File: config.mk
export PLATFORM = sky130hd
export DESIGN_NAME = aximm_avmm_test_sequencer
export DESIGN_NICKNAME = d
export VERILOG_FILES = /design/src/rtl/aximm_avmm_test_sequencer.sv
export SDC_FILE = /design/constraint.sdc
export NUM_CORES = 1
export LEC_CHECK = 0
export ABC_AREA = 1
export BUFFER_PORTS_ARGS = -buffer_cell sky130_fd_sc_hd__buf_2
export CAP_MARGIN = 10
export CORE_MARGIN = 2
export CORE_UTILIZATION = 45
export DETAILED_ROUTE_END_ITERATION = 10
export PLACE_DENSITY = 0.72
export RECOVER_POWER = 100
export SYNTH_ARGS = -nofsm -noshare
export SYNTH_HDL_FRONTEND = slang
export SYNTH_SLANG_ARGS = --single-unit
File: constraint.sdc
create_clock -name avmm_clk -period 4.7 [get_ports avmm_clk]
set_input_delay 0.705 -clock avmm_clk [delete_from_list [all_inputs] [get_ports avmm_clk]]
set_output_delay 0.705 -clock avmm_clk [all_outputs]
set_load 0.01 [all_outputs]
File: src/rtl/aximm_avmm_test_sequencer.sv
// AVMM master that drives the AXI-MM GPIO link self-test: programs delays, waits
// for link-up, runs the M2S then S2M write/read tests, and reports the outcome.
`timescale 1ns/1ps
module aximm_avmm_test_sequencer #(
  parameter logic [31:0] DLY_X      = 32'h0000_000C,
  parameter logic [31:0] DLY_Y      = 32'h0000_0020,
  parameter logic [31:0] DLY_Z      = 32'h0000_1770,
  parameter logic [31:0] TEST_ADDR  = 32'h1000_0000,
  parameter logic [31:0] TEST_CFG   = 32'h0004_1804,
  parameter int unsigned POLL_GAP   = 20,
  parameter int unsigned POLL_LIMIT = 4096
) (
  input  logic        avmm_clk,
  input  logic        avmm_rst,
  input  logic        i_start,
  output logic [31:0] o_master_address,
  output logic        o_master_write,
  output logic        o_master_read,
  output logic [31:0] o_master_writedata,
  input  logic        i_master_waitrequest,
  input  logic        i_master_readdatavalid,
  input  logic [31:0] i_master_readdata,
  output logic        o_busy,
  output logic        o_done,
  output logic [1:0]  o_pass,
  output logic [2:0]  o_err
);

  localparam logic [3:0] S_IDLE      = 4'd0;
  localparam logic [3:0] S_CFG_DLY   = 4'd1;
  localparam logic [3:0] S_POLL_LINK = 4'd2;
  localparam logic [3:0] S_KICK_WR   = 4'd3;
  localparam logic [3:0] S_POLL_WR   = 4'd4;
  localparam logic [3:0] S_KICK_RD   = 4'd5;
  localparam logic [3:0] S_POLL_RD   = 4'd6;
  localparam logic [3:0] S_CHECK     = 4'd7;
  localparam logic [3:0] S_DONE      = 4'd8;

  localparam int unsigned GAP_W = (POLL_GAP   < 1) ? 1 : $clog2(POLL_GAP + 1);
  localparam int unsigned PCW   = (POLL_LIMIT < 2) ? 1 : $clog2(POLL_LIMIT + 1);

  logic [3:0]       state;
  logic [1:0]       step;
  logic             phase;
  logic             rd_pend;
  logic [GAP_W-1:0] gap_cnt;
  logic [PCW-1:0]   poll_cnt;

  logic [31:0] reg_base;
  logic [31:0] op_addr;
  logic [31:0] op_data;
  logic        op_rd;
  logic        op_go;
  logic        gap_done;
  logic        bus_idle;
  logic        wr_acc;
  logic        rd_acc;
  logic        rd_done;
  logic        poll_hit;
  logic        poll_last;
  logic [3:0]  poll_next;
  logic [2:0]  to_err;
  logic [2:0]  chk_err;
  logic        rsp_fin;
  logic [2:0]  rsp_err;
  logic        unused_rdata;

  assign unused_rdata = ^i_master_readdata[31:6];

  assign reg_base  = phase ? 32'h5000_1020 : 32'h5000_1000;
  assign gap_done  = (gap_cnt == GAP_W'(POLL_GAP));
  assign bus_idle  = !o_master_write && !o_master_read && !rd_pend;
  assign wr_acc    = o_master_write && !i_master_waitrequest;
  assign rd_acc    = o_master_read && !i_master_waitrequest;
  assign rd_done   = rd_pend && i_master_readdatavalid;
  assign poll_last = (poll_cnt >= PCW'(POLL_LIMIT - 1));

  // Next bus operation for the current state/step
  always_comb begin
    op_addr = '0;
    op_data = '0;
    op_rd   = 1'b0;
    op_go   = 1'b0;
    case (state)
      S_CFG_DLY: begin
        op_go = 1'b1;
        case (step)
          2'd0:    begin op_addr = 32'h5000_2000; op_data = DLY_X; end
          2'd1:    begin op_addr = 32'h5000_2004; op_data = DLY_Y; end
          default: begin op_addr = 32'h5000_2008; op_data = DLY_Z; end
        endcase
      end
      S_KICK_WR: begin
        op_go   = 1'b1;
        op_addr = (step == 2'd0) ? reg_base + 32'h4 : reg_base;
        op_data = (step == 2'd0) ? TEST_ADDR : TEST_CFG;
      end
      S_KICK_RD: begin
        op_go   = 1'b1;
        op_addr = (step == 2'd0) ? reg_base + 32'h4 : reg_base + 32'h10;
        op_data = (step == 2'd0) ? TEST_ADDR : TEST_CFG;
      end
      S_POLL_LINK: begin
        op_rd   = 1'b1;
        op_go   = gap_done;
        op_addr = 32'h5000_100C;
      end
      S_POLL_WR, S_POLL_RD: begin
        op_rd   = 1'b1;
        op_go   = gap_done;
        op_addr = reg_base + 32'h8;
      end
      S_CHECK: begin
        op_rd   = 1'b1;
        op_go   = 1'b1;
        op_addr = reg_base + 32'h8;
      end
      default: ;
    endcase
  end

  // Read-response evaluation for poll and check stages
  always_comb begin
    poll_hit  = 1'b0;
    poll_next = S_IDLE;
    to_err    = 3'd0;
    case (state)
      S_POLL_LINK: begin poll_hit = (i_master_readdata[3:0] == 4'hF); poll_next = S_KICK_WR; to_err = 3'd1; end
      S_POLL_WR:   begin poll_hit = i_master_readdata[4];            poll_next = S_KICK_RD; to_err = 3'd2; end
      S_POLL_RD:   begin poll_hit = i_master_readdata[5];            poll_next = S_CHECK;   to_err = 3'd3; end
      default: ;
    endcase
    if (!i_master_readdata[3] || !i_master_readdata[2]) chk_err = 3'd4;
    else if (i_master_readdata[3:0] != 4'hF)             chk_err = 3'd5;
    else                                                 chk_err = 3'd0;
    if (state == S_CHECK) begin
      rsp_fin = (chk_err != 3'd0) || phase;
      rsp_err = chk_err;
    end else begin
      rsp_fin = !poll_hit && poll_last;
      rsp_err = to_err;
    end
  end

  always_ff @(posedge avmm_clk or posedge avmm_rst) begin
    if (avmm_rst) begin
      state              <= S_IDLE;
      step               <= '0;
      phase              <= 1'b0;
      rd_pend            <= 1'b0;
      gap_cnt            <= '0;
      poll_cnt           <= '0;
      o_master_address   <= '0;
      o_master_write     <= 1'b0;
      o_master_read      <= 1'b0;
      o_master_writedata <= '0;
      o_busy             <= 1'b0;
      o_done             <= 1'b0;
      o_pass             <= '0;
      o_err              <= '0;
    end else begin
      o_done <= 1'b0;
      if (state == S_IDLE) begin
        if (i_start) begin
          state    <= S_CFG_DLY;
          step     <= '0;
          phase    <= 1'b0;
          gap_cnt  <= '0;
          poll_cnt <= '0;
          o_busy   <= 1'b1;
          o_pass   <= '0;
          o_err    <= '0;
        end
      end else if (state == S_DONE) begin
        state <= S_IDLE;
      end else if (wr_acc) begin
        o_master_write <= 1'b0;
        if ((state == S_CFG_DLY && step == 2'd2) || (state != S_CFG_DLY && step == 2'd1)) begin
          state    <= (state == S_CFG_DLY) ? S_POLL_LINK :
                      (state == S_KICK_WR) ? S_POLL_WR : S_POLL_RD;
          step     <= '0;
          gap_cnt  <= '0;
          poll_cnt <= '0;
        end else begin
          step <= step + 2'd1;
        end
      end else if (rd_acc) begin
        o_master_read <= 1'b0;
        rd_pend       <= 1'b1;
      end else if (rd_done) begin
        rd_pend <= 1'b0;
        gap_cnt <= '0;
        if (state == S_CHECK && chk_err == 3'd0) o_pass[phase] <= 1'b1;
        if (rsp_fin) begin
          state  <= S_DONE;
          o_done <= 1'b1;
          o_busy <= 1'b0;
          o_err  <= rsp_err;
        end else if (state == S_CHECK) begin
          phase    <= 1'b1;
          state    <= S_KICK_WR;
          step     <= '0;
          poll_cnt <= '0;
        end else if (poll_hit) begin
          state    <= poll_next;
          step     <= '0;
          poll_cnt <= '0;
        end else begin
          poll_cnt <= poll_cnt + 1'b1;
        end
      end else if (bus_idle) begin
        if (op_go) begin
          o_master_address   <= op_addr;
          o_master_writedata <= op_rd ? '0 : op_data;
          o_master_write     <= !op_rd;
          o_master_read      <= op_rd;
        end else if (gap_cnt < GAP_W'(POLL_GAP)) begin
          gap_cnt <= gap_cnt + 1'b1;
        end
      end
    end
  end

endmodule

After elaboration in Yosys (flattened, before gate mapping)
Index checks and enable logic that the tools add are counted.
{ "totals": {"reg_bits": 99, "inputBits": 37} }
{ "op_classes": {"n_mux": 107, "order_cmp": 4, "add_sub_neg": 6, "n_eq_ne": 28, "n_bitwise": 6, "n_reduce_logical": 56} }
{ "op_table": {"columns": ["op", "count"], "rows": [
  ["32-bit one-hot mux with 5 select lines", 1],
  ["13-bit 2-to-1 mux", 10],
  ["32-bit 2-to-1 mux", 3],
  ["29-bit one-hot mux with 2 select lines", 1],
  ["5-bit 2-to-1 mux", 10],
  ["4-bit 2-to-1 mux", 10],
  ["6-bit AND reduction", 6],
  ["1-bit 2-to-1 mux", 35],
  ["2-bit 2-to-1 mux", 17],
  ["3-bit 2-to-1 mux", 11],
  ["31-bit by 3-bit adder with 32-bit output, second input constant", 1],
  ["31-bit by 4-bit adder with 32-bit output, second input constant", 1],
  ["31-bit by 5-bit adder with 32-bit output, second input constant", 1],
  ["29-bit 2-to-1 mux", 1],
  ["13-bit one-hot mux with 2 select lines", 1],
  ["7-bit AND reduction", 3],
  ["2-bit nonzero test", 9],
  ["4-bit by 3-bit equality test with 1-bit output, second input constant", 4],
  ["4-bit nonzero test", 4],
  ["13-bit by 1-bit adder with 13-bit output, second input constant", 1],
  ["13-bit by 12-bit greater-or-equal comparator with 1-bit output, second input constant", 1],
  ["4-bit by 1-bit != test with 1-bit output, second input constant", 3],
  ["1-bit logical AND", 10],
  ["2-bit != test, second input constant", 5],
  ["other kinds (37)", 58]
]} }

Logic depth before layout (Yosys ltp)
Gate-level depths: netlist of the first run.
{ "depth": {"depth_word": 12, "depth_mapped": 12, "depth_no_buf": 12} }

Worst setup path before layout of the first run
No wires, ideal clock.
{ "synth_path": {"path_kind": "input port to flip-flop", "from": "input port i_master_waitrequest", "to": "register poll_cnt[0]", "required_time_ns": 4.583, "setup_ns": 0.117, "path_stages": 9, "arrival_ns": 1.785, "setup_slack_ns": 2.799, "path_cell_list": "nor2_2 > nor2_1 > nand2_1 > nand2_1 > a31oi_4 > nand2_2 > buf_6 > nand2_1 > nand2_1"} }
{ "synth_between": {"elab_chain_len": 5, "word_cells_on_any_way": 11, "cone_classes": "3 x eq/ne; 3 x mux; 5 x reduce/logical"} }
{ "synth_lines": {"columns": ["element", "line", "source"], "rows": [
  ["start: declaration", "20", "input logic i_master_waitrequest,"],
  ["1-bit logical NOT (*)", "73, 74", null],
  ["branches (longest 4 deep; another with 6-bit AND reduction)", null, null],
  ["end signal: assignment", "209", "poll_cnt <= poll_cnt + 1'b1;"],
  ["end: declaration", "47", "logic [PCW-1:0] poll_cnt;"]
]} }
Mark *: on every way between the ends. The select of a mux whose other input is x is not followed.
A chain may end at the register's enable or synchronous reset.

Worst setup path after layout of the first run
{ "layout_path": {"from": "input port i_master_waitrequest", "to": "register poll_cnt[5]"} }
Same word-level chain as after synthesis.

==> results of run 1 <==
==> sequential cells by signal (all words and copies together), names as in the netlist <==
signal,count
o_err,3
o_master_write,1
poll_cnt,13
o_master_writedata,7
rd_pend,1
o_busy,1
o_done,1
phase,1
gap_cnt,5
o_master_address,7
o_pass,2
o_master_read,1
step,2
state,4
==> cell families after synthesis <==
family                   synth area share
AND/OR/NAND/NOR                     0.358
buffers and inverters               0.166
flip-flops                          0.361
AO/OA/AOI/OAI                      0.0637
XOR/XNOR                           0.0206
adder cells (fa/ha/maj)            0.0295
other                             0.00110
==> cell type report <==
| type | instances | area share |
|---|---|---|
| Timing Repair Buffer | 39 | 0.0456 |
| Tap cell | 99 | 0.0355 |
| Sequential cell | 49 | 0.352 |
| Inverter | 37 | 0.0398 |
| Clock inverter | 1 | 0.00861 |
| Multi-Input combinational cell | 369 | 0.494 |
| Clock buffer | 7 | 0.0248 |
==> worst max-delay path by stage <==
stage	endpoint	from	slack [ns]
3_3_place_gp	poll_cnt[7]$_DFFE_PP0P_	i_master_waitrequest	2.14
5_1_grt	poll_cnt[8]$_DFFE_PP0P_	state[2]$_DFFE_PP0P_	1.02
2_1_floorplan	poll_cnt[0]$_DFFE_PP0P_	i_master_waitrequest	2.80
6_report	poll_cnt[5]$_DFFE_PP0P_	i_master_waitrequest	1.33
4_1_cts	poll_cnt[8]$_DFFE_PP0P_	state[3]$_DFFE_PP0P_	2.37
3_5_place_dp	poll_cnt[5]$_DFFE_PP0P_	i_master_waitrequest	2.13
==> where the power goes <==
group	leakage [nW]	switching, mW	total (mW)	internal (mW)
clock	0.0585	0.142	0.315	0.174
combinational	1.10	0.607	0.832	0.224
sequential	0.657	0.0869	0.607	0.520
total	1.81	0.836	1.75	0.918
==> routing by layer <==
layer  global-route usage  part of all wire  vias to the layer above
li1                     -                 -                     1462
met1                0.233              0.46                     1388
met2                0.310              0.47                       95
met3               0.0275             0.048                       14
met4               0.0631             0.022                        0
met5                    0                 0                        -
==> cells in the final DEF, fill, tap and decap left out, types with 6 or more instances in the layout <==
cell                       instances
sky130_fd_sc_hd__buf_2            10
sky130_fd_sc_hd__clkbuf_1         30
sky130_fd_sc_hd__nand3_1          49
sky130_fd_sc_hd__clkbuf_8          6
sky130_fd_sc_hd__nand2_1         136
sky130_fd_sc_hd__nor3_1            8
sky130_fd_sc_hd__xor2_1            7
sky130_fd_sc_hd__conb_1           44
sky130_fd_sc_hd__ha_1              8
sky130_fd_sc_hd__inv_1            33
sky130_fd_sc_hd__o21ai_0          23
sky130_fd_sc_hd__nor2_1           56
sky130_fd_sc_hd__dfrtp_1          49
==> stage by stage <==
step | utilization | setup slack (ns) | instances | hold slack (ns) | instance area (um^2)
6_report | 0.478 | 1.33 | 601 | 0.476 | 3490
3_3_place_gp | 0.473 | 2.14 | 593 | 0.455 | 3450
2_1_floorplan | - | 2.80 | 513 | 0.463 | 3560
5_1_grt | 0.478 | 1.02 | 601 | 0.507 | 3490
3_5_place_dp | 0.473 | 2.13 | 593 | 0.461 | 3450
4_1_cts | 0.489 | 2.37 | 601 | 0.483 | 3570
==> critical path, stage by stage <==
cell,delay [ns]
sky130_fd_sc_hd__buf_2,0.11
sky130_fd_sc_hd__nor2_1,0.48
sky130_fd_sc_hd__nor2_1,0.20
sky130_fd_sc_hd__nand2_1,0.15
sky130_fd_sc_hd__nand2_1,0.08
sky130_fd_sc_hd__a31oi_1,1.00
sky130_fd_sc_hd__nand2_1,0.58
sky130_fd_sc_hd__nand2_1,0.19
sky130_fd_sc_hd__nand2_1,0.07
==> run summary, run 1 <==
The worst max-slew margin expressed relative to the limit was -0.227. The post-synthesis sequential element count was 49. Power spread over the standard cell area amounts to 503 nW/um^2. The portion of synthesized cell area occupied by the leading cell type was 0.361. Source of the worst hold timing path: o_busy$_DFFE_PP0P_. The total CTS buffers is 5, and the routed via count is 2959.

The sum of negative setup slack is 0 ns, and the total number of placement rows is 31. The analysis attributes to cell leakage a power of 1.81 nW. The fraction of layout cells with a size suffix above 1 works out to 0.0757. The startpoint identified for the worst register-to-register timing path is o_master_write$_DFFE_PP0P_. The number of antenna violations at the first check in global routing is 0, and the die extent in x is 90.9 um. The number of antenna diodes in the final layout is 0. The sequential cells in the finished layout cover a total of 1230 um^2. Final max-slew violation count: 50.

The clock transition time at the flip-flop clock pins of the worst setup and hold paths came out at 0.09 ns. The most common cell in the synthesized netlist is sky130_fd_sc_hd__nand2_1. Total I/O pin count: 110.

The total count of hold-check failures in the final report is 0, and the wire length of the first global-routing pass is 12400 um. The detail route stage leaves a number of antenna-violating nets equal to 0. The run gives 0.361 as the sequential element share of the synthesized area.

In this run the critical register-to-register path is captured at poll_cnt[5]$_DFFE_PP0P_. The logs give 49 for the number of sinks on the clock net and 4 for the iteration count of the initial detailed-routing pass. The share of the clock period used by the worst path after layout works out to 0.718.

Setup repair after global routing left no endpoint under its margin. The run gives 0.181 as the overall track demand over capacity in global routing. Compared with the post-synthesis result, the final layout area differs by 2.69%. By area the synthesized netlist is led by sky130_fd_sc_hd__dfrtp_1 36%, sky130_fd_sc_hd__nand2_1 15%, sky130_fd_sc_hd__buf_4 11%, sky130_fd_sc_hd__nand3_1 7.1%, sky130_fd_sc_hd__nor2_1 6.0%.

For the worst-skew pair, the clock arrives at the later sink with an insertion delay of 0.31 ns. Number of inserted filler cells in the final layout: 757. The worst hold path class was reg -> reg. The cell count of the worst reg-to-reg path works out to 9. The logs give 35 for the number of distinct library cell variants in the gate-level netlist after synthesis and 1720 um^2 for the multi-input gate area in the final layout.

For the worst setup path, the data arrival time is 3.57 ns. The wire length after detailed routing was 7340 um; the worst voltage drop across the vdd grid was 0.000179 V. For the initial core utilization, the log shows 0.466. After layout, the minimum clock period comes to 3.37 ns. The top flip-flop cell by instance count after synthesis was sky130_fd_sc_hd__dfrtp_1. The flow ran to the end, but the final reports show violations. The die is 90.9 um tall. Entering global routing, the biggest net connects 50 pins. The post-synthesis average cell area was 7.23 um^2. Clock skew on the completed layout was measured at 0.00596 ns.

For the count of instances resized after the clock tree is built, the log shows 0. For the count of mapped cells out of synthesis, the log shows 470. Detailed placement finished with a half-perimeter wire length of 5330 um.

For this block, the initial DRC count from the detailed router was 222. The tools report the total overflow reported by the global router as 0. The worst setup path is launched from an input port. The congestion estimate from routability-driven global placement came to 0.890. The number of post-CTS setup repair buffers came out at 0.

Counting along the longest clock path gives a buffer depth of 2. The mean routed wirelength per cell came out at 12.2 um. The register-to-register setup slack is 1.38 ns, and the share of synthesized flip-flops with an asynchronous set or reset is 1.00. Clock root buffer master: sky130_fd_sc_hd__clkbuf_8. Residual DRC count: 0. The total power of the final layout is 1.75 mW, and the via count of the first global-routing pass is 2768. The max-capacitance violation count is 1.

Setup violations remaining at the end of the flow were counted as 0. In this run the tool buffered the top-level ports with 39 buffer cells. The Yosys step of the flow raised 0 warnings.

The critical path required time came out at 4.90 ns. After clock tree synthesis, the flow added hold-fix buffers numbering 0. For the highest clock rate, the log shows 296 MHz. The path with the worst hold slack has its endpoint at o_busy$_DFFE_PP0P_.

The number of instances on the worst hold path was 2; the via density per instance was 4.92. The checks that failed: max-capacitance violations, max-slew violations. The critical path is of the in -> reg type. Final-stage net count: 546.

Of all cell types, the one taking the most synthesized area is sky130_fd_sc_hd__dfrtp_1. The worst setup path is captured at a flip-flop. In the synthesized netlist, the cells that appear most often are 132 x sky130_fd_sc_hd__nand2_1, 54 x sky130_fd_sc_hd__nor2_1, 51 x sky130_fd_sc_hd__buf_4, 49 x sky130_fd_sc_hd__dfrtp_1, 48 x sky130_fd_sc_hd__nand3_1. The total area inside the core boundary comes to 7290 um^2. The number of enable flip-flop cells after synthesis was 0; the number of levels in the clock H-tree was 2. In this run the worst path has a maximum fanout of 15. For the pin with the worst max-slew slack, the measured transition is 1.84 ns. The tools report the area of the mapped netlist as 3400 um^2. TritonCTS built the clock tree. Die outline area: 8260 um^2.
Note: power is estimated with default switching activity, not from simulation.
==> run 2, diff against run 1 <==
--- a/config.mk
+++ b/config.mk
@@ -5,13 +5,13 @@
 export SDC_FILE = /design/constraint.sdc
 export NUM_CORES = 1
 export LEC_CHECK = 0
-export ABC_AREA = 1
+export ABC_AREA = 0
 export BUFFER_PORTS_ARGS = -buffer_cell sky130_fd_sc_hd__buf_2
 export CAP_MARGIN = 10
 export CORE_MARGIN = 2
 export CORE_UTILIZATION = 45
 export DETAILED_ROUTE_END_ITERATION = 10
-export PLACE_DENSITY = 0.72
+export PLACE_DENSITY = 0.73
 export RECOVER_POWER = 100
 export SYNTH_ARGS = -nofsm -noshare
 export SYNTH_HDL_FRONTEND = slang
==> constraint.sdc (replaced) <==
create_clock -name avmm_clk -period 3.5 [get_ports avmm_clk]
set_input_delay 0.525 -clock avmm_clk [delete_from_list [all_inputs] [get_ports avmm_clk]]
set_output_delay 0.525 -clock avmm_clk [all_outputs]
set_load 0.01 [all_outputs]
==> run 2 against run 1 <==
Net effect:
- clock power up 38%
- clock skew about the same
- the flow still finishes with violations (max-capacitance violations, max-slew violations)
- via count down 9.3%
- critical path depth down 2
- critical path type is now reg -> reg
- synthesized area down 4.3%
- setup slack worse by 0.72 ns
- non-clock buffer count up 9
- cell count down 19%
- count of clock-buffer cells in the layout down 1
==> run summary, run 2 <==
The routed design uses 3450 um of met2 wire. The routed via count is 2683, and the pin count of the biggest net entering global routing is 50. The logs give 0 for the total count of hold-check failures in the final report and 0 for the number of antenna violations at the first check in global routing. The wire length of the first global-routing pass is 11400 um, and the clock transition time at the flip-flop clock pins of the worst setup and hold paths is 0.09 ns. Register-to-register setup slack: 0.60 ns. Counting stages on the worst path, the most repeated cell is sky130_fd_sc_hd__mux2i_1. The logs give 356 for the count of mapped cells out of synthesis and 7920 um^2 for the die outline area. The run gives 0 as the residual DRC count. Yosys instantiated no cell more often than sky130_fd_sc_hd__buf_4. The number of post-CTS setup repair buffers was 0. The Yosys step of the flow raised 0 warnings.

Routed signal wires occupy layers up through met4. Fraction of layout cells with a size suffix above 1: 0.105. Worst hold path class: in -> reg. The library cells used most frequently in the layout, excluding fill and tap cells, are 49 x sky130_fd_sc_hd__dfrtp_1, 44 x sky130_fd_sc_hd__conb_1, 32 x sky130_fd_sc_hd__clkbuf_1. The final-stage net count was 435. The worst max-slew margin expressed relative to the limit is -0.225. At the later pin of the worst-skew pair, clock insertion delay measures 0.31 ns. Ranked by total cell area, the synthesized netlist is headed by sky130_fd_sc_hd__dfrtp_1 38%, sky130_fd_sc_hd__buf_4 12%, sky130_fd_sc_hd__a21oi_1 3.2%, sky130_fd_sc_hd__ha_1 3.1%, sky130_fd_sc_hd__nor2_1 2.7%.

For this design the top-level I/O count stands at 110. The run gives 50 as the final max-slew violation count. The share of synthesized flip-flops with an asynchronous set or reset was 1.00. Summed over all failing endpoints, the final setup total negative slack is 0 ns.

The initialized floorplan defines 30 standard-cell rows. By count the netlist is led by 50 x sky130_fd_sc_hd__buf_4, 49 x sky130_fd_sc_hd__dfrtp_1, 23 x sky130_fd_sc_hd__nor2_1, 21 x sky130_fd_sc_hd__a21oi_1, 21 x sky130_fd_sc_hd__nand2_1. The logs give 0 for the total overflow reported by the global router and 0.470 for the initial core utilization. The maximum number of buffers from clock root to sink came out at 2. TritonCTS built the clock tree.

The largest registers in the layout are poll_cnt: 13 flops, o_master_address: 7 flops, o_master_writedata: 7 flops. The worst setup path is launched from a flip-flop. Most common library cell in the layout ignoring fill and taps: sky130_fd_sc_hd__dfrtp_1.

The number of enable flip-flop cells after synthesis came out at 0. The overall track demand over capacity in global routing is 0.184, and the half-perimeter wire length after detailed placement is 5220 um. Summed over all cells, the static leakage comes to 1.52 nW. Among all flip-flop cells after synthesis, the most frequent one is sky130_fd_sc_hd__dfrtp_1. The number of distinct library cell variants in the gate-level netlist after synthesis was 61; the height of the die was 89.0 um. The worst setup path is captured at a flip-flop. The biggest area contributor in the post-synthesis netlist is sky130_fd_sc_hd__dfrtp_1.

After detailed routing, the wire length on met1 is 3230 um. In this run the remaining antenna-violating nets after routing total 0. The number of flip-flops under the largest register name works out to 13. The synthesized design contains 49 register bits. In the routed layout, each cell is associated on average with a via count of 5.51. The number of buffers and inverters on the critical path is 2.

Input and output buffers added on the ports amount to 39. The register with the most flip-flops in the final layout is poll_cnt. Max-capacitance violation count: 1. The tools report the clock root buffer master as sky130_fd_sc_hd__clkbuf_8. The first routing iteration left 115 violations. 0 antenna diodes ended up in the layout. In this run, CTS created clock tree buffers numbering 5. At the worst endpoint, the required time is 3.68 ns. The routability-driven placement congestion ratio came out at 0.879. The clock period minus final worst setup slack was 2.90 ns; the maximum single-stage delay on the critical path was 0.62 ns. On the critical path the largest part of the delay comes from compound AO/OA/AOI/OAI gates. Count of instances resized after the clock tree is built: 0. The area growth from synthesis to layout is 4.74%. The core region is 6910 um^2.

The number of sinks on the clock net was 49; the pin slew with the least headroom to its limit was 1.84 ns. In the final routed layout, each cell accounts on average for 14.8 um. The post-synthesis average cell area is 9.13 um^2, and the worst voltage drop across the vdd grid is 0.000238 V. Dividing total power by cell area gives a power density of 749 nW/um^2.

Derived from the worst setup path, the maximum achievable clock frequency is 345 MHz. Along the worst path, the maximum fanout reaches 16. Portion of synthesized cell area occupied by the leading cell type: 0.377. The final reports fail on max-capacitance violations, max-slew violations. The run gives 2 as the number of levels in the clock H-tree. The worst setup path is of the reg -> reg kind. The iteration count of the initial detailed-routing pass was 4. Setup repair after global routing left no endpoint under its margin. On the critical path, the stage with the largest delay is an instance of sky130_fd_sc_hd__a311o_1. The flow ran to the end, but the final reports show violations.

Wire length after detailed routing: 7200 um. Traced cell by cell, the critical path runs through clkbuf_1, nor4b_1, buf_4, mux2i_1, a311o_1, a21oi_1, mux2i_1. On the final layout, the worst clock skew is 0.00637 ns. The run gives 3250 um^2 as the area of the mapped netlist.

The via count of the first global-routing pass is 2327, and the sequential element share of the synthesized area is 0.377. Data arrives at the worst endpoint at 3.07 ns. The met3 routed wirelength was 369 um. Setup violations remaining at the end of the flow were counted as 0. The quantity of hold-fixing buffers added after cts came out at 0.

Final hold analysis gives a worst-case slack of 0.433 ns. The share of the clock period used by the worst path after layout is 0.828. Measured along the x axis, the die boundary spans 89.0 um.
[run 2: cell types whose count changed after synthesis, moves of 7 or more]
cell / change
sky130_fd_sc_hd__nor2_1: -31
sky130_fd_sc_hd__a41oi_1: +7
sky130_fd_sc_hd__nand2_1: -111
sky130_fd_sc_hd__nand3_1: -35
sky130_fd_sc_hd__a21oi_1: +18
sky130_fd_sc_hd__a31oi_1: +8
sky130_fd_sc_hd__inv_1: -14
[run 2: layer usage]
metal  vias up  GRT usage
met3        13     0.0351
met4         0     0.0678
met2       105      0.301
met5         -          0
li1       1279          -
met1      1286      0.243
[run 2: worst paths after layout]
kind,start,to,depth (start not counted)
min in group asynchronous,avmm_rst,state[1]$_DFFE_PP0P_,2
setup / recovery,state[1]$_DFFE_PP0P_,poll_cnt[1]$_DFFE_PP0P_,7
hold reg to reg,o_master_address[28]$_DFFE_PP0P_,o_master_address[28]$_DFFE_PP0P_,1
hold / removal,i_start,o_pass[1]$_DFFE_PP0P_,2
max in group asynchronous,avmm_rst,o_busy$_DFFE_PP0P_,2
setup reg to reg,state[1]$_DFFE_PP0P_,poll_cnt[1]$_DFFE_PP0P_,7
[run 2: power breakdown]
part / internal [mW] / switching [mW]
logic: 0.448 / 0.768
clock network: 0.233 / 0.201
registers: 0.729 / 0.172
total: 1.41 / 1.14
[run 2: area by class of cell]
class / instances / area, um^2
Inverter: 18 / 67.6
Timing Repair Buffer: 48 / 215
Tap cell: 96 / 120
Sequential cell: 49 / 1230
Clock inverter: 2 / 37.5
Multi-Input combinational cell: 268 / 1650
Clock buffer: 6 / 82.6
Fill cell: 709 / 3500
[run 2: cell families (layout without fill, tap and decap cells)]
family / after synthesis / in the layout / synth area share
other cells: 1 / 44 / 0.00115
buf+inv: 82 / 74 / 0.159
compound gates: 89 / 89 / 0.193
fa+ha+maj: 8 / 8 / 0.0308
simple gates: 114 / 114 / 0.197
flops: 49 / 49 / 0.377
xor+xnor: 1 / 1 / 0.00270
mux: 12 / 12 / 0.0393
[run 2: through the flow]
| stage | power [mW] | util | area (um^2) | cells | worst slack (ns) |
|---|---|---|---|---|---|
| finish | 2.55 | 0.493 | 3400 | 487 | 0.601 |
| global route | 2.75 | 0.493 | 3400 | 487 | 0.318 |
| CTS | 2.61 | 0.503 | 3470 | 487 | 0.627 |
| detailed placement | 2.17 | 0.485 | 3350 | 479 | 0.637 |
| global placement | 2.13 | 0.485 | 3350 | 479 | 0.657 |
| floorplan | 1.85 | - | 3410 | 399 | 1.26 |
==> run 3, diff against run 2 <==
--- a/config.mk
+++ b/config.mk
@@ -5,13 +5,13 @@
 export SDC_FILE = /design/constraint.sdc
 export NUM_CORES = 1
 export LEC_CHECK = 0
-export ABC_AREA = 0
+export ABC_AREA = 1
 export BUFFER_PORTS_ARGS = -buffer_cell sky130_fd_sc_hd__buf_2
 export CAP_MARGIN = 10
 export CORE_MARGIN = 2
 export CORE_UTILIZATION = 45
 export DETAILED_ROUTE_END_ITERATION = 10
-export PLACE_DENSITY = 0.73
+export PLACE_DENSITY = 0.72
 export RECOVER_POWER = 100
 export SYNTH_ARGS = -nofsm -noshare
 export SYNTH_HDL_FRONTEND = slang
==> constraint.sdc (replaced) <==
create_clock -name avmm_clk -period 3 [get_ports avmm_clk]
set_input_delay 0.45 -clock avmm_clk [delete_from_list [all_inputs] [get_ports avmm_clk]]
set_output_delay 0.45 -clock avmm_clk [all_outputs]
set_load 0.01 [all_outputs]
==> run 3 against run 2 <==
Net effect:
- sequential share of layout area shrank 0.98 points
- utilization fell by 1.3 points
- wire length is 0.90% higher
- non-clock buffer count shrank 8
- critical path depth rose by 2
- global-route usage fell by 0.75 points
- clock power is 7.1% higher
- largest power group unchanged
- design area grew 2.8%
- the flow still finishes with violations (max-capacitance violations, max-slew violations)
- register-to-register slack worse by 0.15 ns
- cell count up 23%
- sequential power grew 5.7%
- total power is 8.4% higher
==> run summary, run 3 (synthesis results as in run 1) <==
The total number of placement rows is 31, and the fraction of layout cells with a size suffix above 1 is 0.0777. In this run the clock root is driven by a sky130_fd_sc_hd__clkbuf_8. After legalization and detailed placement, the total HPWL measured 5290 um. The number of sinks on the clock net is 49. The total overflow reported by the global router is 0.

The share of the clock period used by the worst path after layout was 0.848. For the number of post-CTS setup repair buffers, the log shows 0. Register ranked first by flip-flop count: poll_cnt. The worst setup path is launched from a flip-flop. In this run the critical register-to-register path is launched from o_master_write$_DFFE_PP0P_. The die covers 8260 um^2. After detailed routing, the number of remaining DRC violations is 0. The clock period minus final worst setup slack was 2.54 ns.

Once routing completed, OpenROAD measured the worst setup slack at 0.456 ns. The wire length of the first global-routing pass was 12100 um. The run gives 0 as the number of antenna violations at the first check in global routing.

The run gives 0.466 as the initial core utilization. The tools report the diode insertion count for antenna repair as 0. The nature of the critical path endpoint was a flip-flop. TritonCTS built the clock tree. The worst max-slew margin expressed relative to the limit is -0.222. In this run the static leakage power is 1.81 nW. The final-report setup violation count was 0; the number of inserted filler cells in the final layout was 743. For the total count of hold-check failures in the final report, the log shows 0. The cell count of the worst reg-to-reg path works out to 9. The clock passes through at most 2 buffers.

The first-iteration detailed-routing DRC count is 251. Entering global routing, the biggest net connects 50 pins. The power density relative to cell area works out to 791 nW/um^2. The tools report the routed via count as 2941. The flow ran to the end, but the final reports show violations. Buffers inserted during clock tree synthesis total 5. The tools report the highest clock rate as 393 MHz. The worst hold path begins at i_master_readdatavalid.

The sum of negative setup slack came out at 0 ns. On the final layout, the worst clock skew is 0.00813 ns. The largest registers in the layout are poll_cnt: 13 flops, o_master_address: 7 flops, o_master_writedata: 7 flops. The total power of the final layout is 2.77 mW, and the worst path arrival time is 2.73 ns. The final-stage net count was 547. The tightest min-delay check is of the in -> reg type.

The tools report the via count of the first global-routing pass as 2633. The pin slew with the least headroom to its limit works out to 1.83 ns. The H-tree generated during clock tree synthesis spans 2 levels. The final reports fail on max-capacitance violations, max-slew violations. Leaving out fill and tap cells, the most frequent cell in the layout is sky130_fd_sc_hd__nand2_1. The routed design has 7260 um of wire. Total I/O pin count: 110. The area of the placeable core was 7290 um^2; the max-capacitance violation count was 1.

The final max-slew violation count was 50. The worst hold path passes through 4 cells. The logs give 0.883 for the routability-driven placement congestion ratio and 3.19 ns for the critical path required time. The later-pin clock latency in the skew report is 0.30 ns. Number of flip-flops under the largest register name: 13. The via density per instance came out at 4.89. The count of port buffers added during placement came out at 39. The reg-to-reg critical path endpoint is state[1]$_DFFE_PP0P_. After clock tree synthesis, the repair step resized 0 gates. The overall track demand over capacity in global routing came out at 0.176. Height of the die: 90.9 um. The run gives 0 as the count of nets left with antenna violations after detail routing. The clock transition time at the flip-flop clock pins of the worst setup and hold paths came out at 0.09 ns.

In this run the worst path has a maximum fanout of 15. At the placement stage, the worst setup path has a slack of 0.662 ns. The worst voltage drop across the vdd grid was 0.000249 V; the iteration count of the initial detailed-routing pass was 6. By startpoint and endpoint, the worst setup path is classified as reg -> reg. The mean routed wirelength per cell came out at 12.1 um. The worst hold path terminates at rd_pend$_DFFE_PP0P_. Setup repair after global routing left no endpoint under its margin. The number of hold buffers added after CTS was 0. The die extent in x works out to 90.9 um. Setup slack on the worst reg-to-reg path comes out at 0.46 ns. Compared with the post-synthesis result, the final layout area differs by 3.02%. Leaving out fill and tap cells, the most frequent cells in the layout are 135 x sky130_fd_sc_hd__nand2_1, 58 x sky130_fd_sc_hd__nor2_1, 50 x sky130_fd_sc_hd__nand3_1.
-- run 3: cell types whose count changed in the layout (fill, tap and decap cells not counted), moves of 5 or more --
cell,before,now
sky130_fd_sc_hd__a31oi_1,9,1
sky130_fd_sc_hd__xor2_1,1,7
sky130_fd_sc_hd__a41oi_1,7,0
sky130_fd_sc_hd__mux2i_1,6,0
sky130_fd_sc_hd__a21oi_1,21,3
sky130_fd_sc_hd__buf_4,6,1
sky130_fd_sc_hd__nand3_1,13,50
sky130_fd_sc_hd__nand2_1,21,135
sky130_fd_sc_hd__inv_1,18,33
sky130_fd_sc_hd__nor2_1,23,58
sky130_fd_sc_hd__o21ai_0,13,21
sky130_fd_sc_hd__nand2b_1,6,0
sky130_fd_sc_hd__mux2_2,6,0
-- run 3: cell type report --
class | count | area [um^2] | share of cell area
sequential | 49 | 1230 | 0.351
tap | 99 | 124 | 0.0354
timing repair buffer | 40 | 166 | 0.0476
clock inverter | 2 | 35.0 | 0.0100
clock buffer | 5 | 68.8 | 0.0197
inverter | 37 | 139 | 0.0397
multi-input combinational | 369 | 1740 | 0.497
-- run 3: worst max-delay path, cell delays in order, from the launching register on --
cell	delay (ns)
sky130_fd_sc_hd__dfrtp_1	0.41
sky130_fd_sc_hd__inv_1	0.05
sky130_fd_sc_hd__nor2_1	0.48
sky130_fd_sc_hd__inv_1	0.45
sky130_fd_sc_hd__nor2_1	0.33
sky130_fd_sc_hd__nand3_1	0.15
sky130_fd_sc_hd__nor2_1	0.17
sky130_fd_sc_hd__nor2_1	0.09
sky130_fd_sc_hd__nand2_1	0.19
sky130_fd_sc_hd__o21ai_0	0.12
-- run 3: worst max-delay path by stage --
stage / from / to / slack, ns / cells after the start
floorplan: state[0]$_DFFE_PP0P_ / poll_cnt[0]$_DFFE_PP0P_ / 1.32 / 11
global placement: i_master_waitrequest / poll_cnt[7]$_DFFE_PP0P_ / 0.69 / 9
detailed placement: i_master_waitrequest / poll_cnt[5]$_DFFE_PP0P_ / 0.66 / 9
CTS: state[3]$_DFFE_PP0P_ / poll_cnt[5]$_DFFE_PP0P_ / 0.64 / 8
global route: state[3]$_DFFE_PP0P_ / poll_cnt[5]$_DFFE_PP0P_ / 0.24 / 8
finish: o_master_write$_DFFE_PP0P_ / state[1]$_DFFE_PP0P_ / 0.46 / 9
-- run 3: stage by stage --
stage | util | hold WS (ns) | std cells | instance area, um^2
CTS | 0.489 | 0.410 | 601 | 3560
detailed placement | 0.474 | 0.463 | 594 | 3460
floorplan | - | 0.463 | 513 | 3560
global route | 0.480 | 0.448 | 601 | 3500
finish | 0.480 | 0.416 | 601 | 3500
global placement | 0.474 | 0.454 | 594 | 3460
-- run 3: layer usage --
metal | global-route usage | wire [um]
met1 | 0.232 | 3270
met3 | 0.0309 | 461
met5 | 0 | 0
met2 | 0.296 | 3430
met4 | 0.0543 | 99
-- run 3: report_power, final --
part           internal, mW  total [mW]  switching (mW)
registers             0.815       0.952           0.137
logic                 0.372        1.35           0.977
clock network         0.243       0.465           0.222
total                  1.43        2.77            1.34
